[src/rtl/fetch_decode_unit.sv]
// Fetch/decode front end: PC, IF/ID register, main control decode,
// load-use hazard detection, branch flush and perf counters.
module fetch_decode_unit #(
    parameter logic [31:0] RESET_PC = 32'h0000_0000,
    parameter int          CNT_W    = 16
) (
    input  logic             clk,
    input  logic             rst,
    output logic [31:0]      imem_addr,
    input  logic [31:0]      imem_data,
    input  logic             branch_taken,
    input  logic [31:0]      branch_target,
    input  logic             ex_mem_read,
    input  logic [4:0]       ex_rt,
    output logic [31:0]      instr,
    output logic [1:0]       WBID,
    output logic [2:0]       MEID,
    output logic [3:0]       EXID,
    output logic             stall,
    output logic [CNT_W-1:0] stall_count,
    output logic [CNT_W-1:0] flush_count
);

    localparam logic [5:0] OP_R    = 6'b000000;
    localparam logic [5:0] OP_LW   = 6'b100011;
    localparam logic [5:0] OP_SW   = 6'b101011;
    localparam logic [5:0] OP_BEQ  = 6'b000100;
    localparam logic [5:0] OP_ADDI = 6'b001000;

    logic [31:0] pc;
    logic        valid;
    logic [5:0]  opcode;
    logic [1:0]  wb;
    logic [2:0]  me;
    logic [3:0]  ex;
    logic        uses_rt;
    logic        hazard;
    logic        bubble;

    assign opcode    = instr[31:26];
    assign imem_addr = pc;

    always_comb begin
        wb      = 2'b00;
        me      = 3'b000;
        ex      = 4'b0000;
        uses_rt = 1'b0;
        case (opcode)
            OP_R: begin
                wb      = 2'b11;
                ex      = 4'b0100;
                uses_rt = 1'b1;
            end
            OP_LW: begin
                wb = 2'b10;
                me = 3'b010;
                ex = 4'b1001;
            end
            OP_SW: begin
                me      = 3'b001;
                ex      = 4'b1001;
                uses_rt = 1'b1;
            end
            OP_BEQ: begin
                me      = 3'b100;
                ex      = 4'b0010;
                uses_rt = 1'b1;
            end
            OP_ADDI: begin
                wb = 2'b11;
                ex = 4'b1001;
            end
            default: ;
        endcase
    end

    assign hazard = ex_mem_read && (ex_rt != 5'd0) &&
                    ((ex_rt == instr[25:21]) ||
                     (uses_rt && (ex_rt == instr[20:16])));

    // A taken branch overrides the stall.
    assign stall  = hazard && !branch_taken && !rst;

    // Flushed or reset IF/ID contents are a bubble, not an R-type word.
    assign bubble = !valid || stall || branch_taken || rst;

    assign WBID = bubble ? 2'b00   : wb;
    assign MEID = bubble ? 3'b000  : me;
    assign EXID = bubble ? 4'b0000 : ex;

    always_ff @(posedge clk or posedge rst) begin
        if (rst) begin
            pc          <= RESET_PC;
            instr       <= 32'h0000_0000;
            valid       <= 1'b0;
            stall_count <= '0;
            flush_count <= '0;
        end else if (branch_taken) begin
            pc    <= branch_target;
            instr <= 32'h0000_0000;
            valid <= 1'b0;
            if (flush_count != {CNT_W{1'b1}})
                flush_count <= flush_count + 1'b1;
        end else if (stall) begin
            if (stall_count != {CNT_W{1'b1}})
                stall_count <= stall_count + 1'b1;
        end else begin
            pc    <= pc + 32'd4;
            instr <= imem_data;
            valid <= 1'b1;
        end
    end

endmodule
[config.mk]
export PLATFORM = sky130hd
export DESIGN_NAME = fetch_decode_unit
export DESIGN_NICKNAME = d
export VERILOG_FILES = /design/src/rtl/fetch_decode_unit.sv
export SDC_FILE = /design/constraint.sdc
export NUM_CORES = 1
export LEC_CHECK = 0
export CORE_ASPECT_RATIO = 0.9
export CORE_MARGIN = 3
export CORE_UTILIZATION = 35
export CTS_BUF_LIST = sky130_fd_sc_hd__clkbuf_16
export CTS_CLUSTER_SIZE = 40
export DETAILED_ROUTE_END_ITERATION = 12
export DONT_BUFFER_PORTS = 1
export SYNTH_ARGS = -nofsm -noshare
export SYNTH_HDL_FRONTEND = slang
export SYNTH_SLANG_ARGS = --single-unit
[constraint.sdc]
create_clock -name clk -period 5.97 [get_ports clk]
set_input_delay 1.194 -clock clk [delete_from_list [all_inputs] [get_ports clk]]
set_output_delay 1.194 -clock clk [all_outputs]
set_load 0.05 [all_outputs]
==> results.toml <==
[timing]
worst_pin_slew_ns = 0.8061
max_freq_mhz = 210.2
relSlewSlack = 0.4487
rsz0062_at_grt = "false"
timing.setup.tns_ns = 0
final.min_clock_period_ns = 4.757
finalHoldViolCount = 0
fin_worst_skew_ns = 0.009945
setup_viol = 0
fin_crit_sh = 0.7968
drv_slew = 0

[logic_synthesis]
synthArstFlopShare = 1.000
synth-xor-area-share = 0.06770
ys_seq_elements = 97
synthMuxAreaShare = 0.009163
synth_fa_ha_area_frac = 0.007636
synthCells = 541
synth_edf_count = 0
synth-seq-area-share = 0.4938
yosysWarnings = 0
synth_compound_area_frac = 0.1484
syn-cell-area_mm2 = 0.004916
yosys.area_share.simple = 0.2410
avgSynthCellArea_um2 = 9.087
synth_ff_type = "dfrtp_1"
synth_top_family_by_area = "simple AND/OR/NAND/NOR gates"
synth.distinct_cells = 46
syn_nets = 617

[clocking]
cts_post_setup_buffers_inserted = 0
cts_buffer_depth = 2
cts_tree = "built"
path_clk_slew_ns = 0.07
clk-insertion-delay-late_ns = 0.34
cts_hold_buf = 0
cts-root-buf = "clkbuf_16"
clock_sinks = 97
ctsResizeCount = 0
htreeDepth = 3
numCtsBuffers = 9

[drt]
drt_iter0_markers = 222
firstDrtPassIters = 4
vias = 4041
ant_nets = 0
postRouteWirelength_um = 13210
route.detailed.drc = 0
wl_per_cell_um = 18.17
via_per_inst = 5.558

[layout]
design_area_mm2 = 0.005445
insertedDiodeCount = 0
layout-drive-gt1-share = 0.07807
final-seq-area_mm2 = 0.002427
fin_nets = 609
synthToLayoutAreaGrowth_pct = 10.77
fillers = 1336
multi_input_area_mm2 = 0.002357

[die]
start_util = 0.3625
row_count = 40
die_x_um = 130.9
core-area_mm2 = 0.01356
dieArea_mm2 = 0.01551
die_h_um = 118.4
boundaryPins = 179

[worst_setup_path]
cp_max_fo = 6
r2r_cells = 7
critPathArrivalTime_ns = 3.56
worst_setup_path_start_kind = "input port"
cp.required_ns = 4.78
endpoint_kind = "output port"
worstSetupPathType = "in2out"

[place]
portBuffers = 0
gp_congestion = 0.7857
dp_hpwl_um = 9500
dpl-instance-area_mm2 = 0.005151

[min_path]
min_path_cells = 2
hold_path.class = "reg2reg"

[grt]
grtUsageTotal = 0.1678
globalRouteOverflowTotal = 0
grt_max_degree = 66
antenna_found_initial = 0
grt_pass1_vias = 3831
grt_pass1_wl_um = 20800

[pwr]
power_w = 0.001730
total_leakage_power_nw = 2.231
ir_drop_v = 0.0001771
powerDensity_mw_per_mm2 = 317.7

[run]
cap_violations = 0

[status]
outcome = "complete, no violations"
## area by class of cell
type	count	area share
repair buffers	12	0.01654
flip-flops and latches	97	0.4458
well taps	189	0.04343
clock buffers	9	0.04136
inverters	10	0.007353
multi-input cells	403	0.4329
clock inverters	7	0.01264
## through the flow
step / hold WS (ns) / cells / util / setup slack (ns)
2_1_floorplan: 0.4612 / 541 / - / -0.2487
3_3_place_gp: 0.5002 / 711 / 0.3798 / 1.240
3_5_place_dp: 0.5127 / 711 / 0.3798 / 1.223
4_1_cts: 0.5297 / 727 / 0.4015 / 1.214
5_1_grt: 0.5513 / 727 / 0.4015 / 1.170
6_report: 0.5489 / 727 / 0.4015 / 1.213
## layout by cell type (no fill, tap or decap), types with 7 or more instances in the layout
| cell | count |
|---|---|
| nand2_1 | 117 |
| dfrtp_1 | 97 |
| a21oi_1 | 10 |
| or3_1 | 7 |
| o21ai_0 | 57 |
| xnor2_1 | 25 |
| clkbuf_16 | 9 |
| nand4_1 | 16 |
| and3_1 | 17 |
| inv_1 | 10 |
| nor2_1 | 26 |
| xor2_1 | 13 |
| o311ai_0 | 19 |
| buf_4 | 12 |
| a31oi_1 | 10 |
| nand3_1 | 28 |
## flip-flops by register name, summed over array words and instances (netlist names)
| name | count |
|---|---|
| imem_addr | 32 |
| instr | 32 |
| flush_count | 16 |
| stall_count | 16 |
| valid | 1 |
## cells by family after synthesis
family,count (synthesis)
and+or+nand+nor,244
AOI/OAI and AO/OA,114
adders and majority gates,3
buffers and inverters,41
muxes,4
xor gates and xnor gates,38
DFF,97
## critical path, cell delays in order
cell and delay, ns:
or4_1 0.51, o2111a_1 0.28, o2111ai_2 0.17, nand3_2 0.13
or4b_1 0.71, a211oi_4 0.25, buf_4 0.32
## power by group
group / internal (W) / leakage, nW / switching [W]
Sequential: 0.000712 / 1.24 / 0.000305
Combinational: 0.0000628 / 0.844 / 0.0000743
Clock: 0.000325 / 0.147 / 0.000251
Total: 0.00110 / 2.23 / 0.000630
## routing by layer
layer / GRT usage / wire length (um) / up-vias / share of wire
met2: 0.2583 / 6218 / 173 / 0.47
met5: 0 / 0 / - / 0
met3: 0.07456 / 1344 / 11 / 0.10
met1: 0.2159 / 5494 / 1937 / 0.42
li1: - / - / 1920 / -
met4: 0.04049 / 153 / 0 / 0.012
## Yosys cell counts, drive strengths merged (2+ instances only)
cell type,instances,share of area
xor2,13,0.023
mux2,4,0.0092
nor2,26,0.020
nand2,118,0.090
dfrtp,97,0.49
a21o,2,0.0031
nor3b,3,0.0046
xnor2,25,0.045
o21ai,57,0.058
a21oi,10,0.010
a221o,4,0.0081
o21a,2,0.0031
nand4,17,0.023
o211ai,3,0.0046
nor4,6,0.0076
a211oi,2,0.0041
clkbuf,25,0.019
o311ai,19,0.034
nand3b,2,0.0031
ha,3,0.0076
and3,17,0.022
and2,2,0.0025
inv,10,0.0076
a31oi,10,0.013
or3,7,0.0089
nand3,29,0.031
nor3,6,0.0071
and4,6,0.011
o2111ai,2,0.0048
buf,6,0.0056
## path summary, 6_finish.rpt
check                      startpoint        endpoint  slack (ns)
setup / recovery             ex_rt[1]         EXID[3]        1.21
hold / removal                  valid           valid        0.55
setup reg to reg            instr[27]  stall_count[1]        2.51
hold reg to reg                 valid           valid        0.55
max in group asynchronous         rst        instr[1]        4.07
min in group asynchronous         rst       instr[26]        0.76
Power figures use the tool's default switching activity.
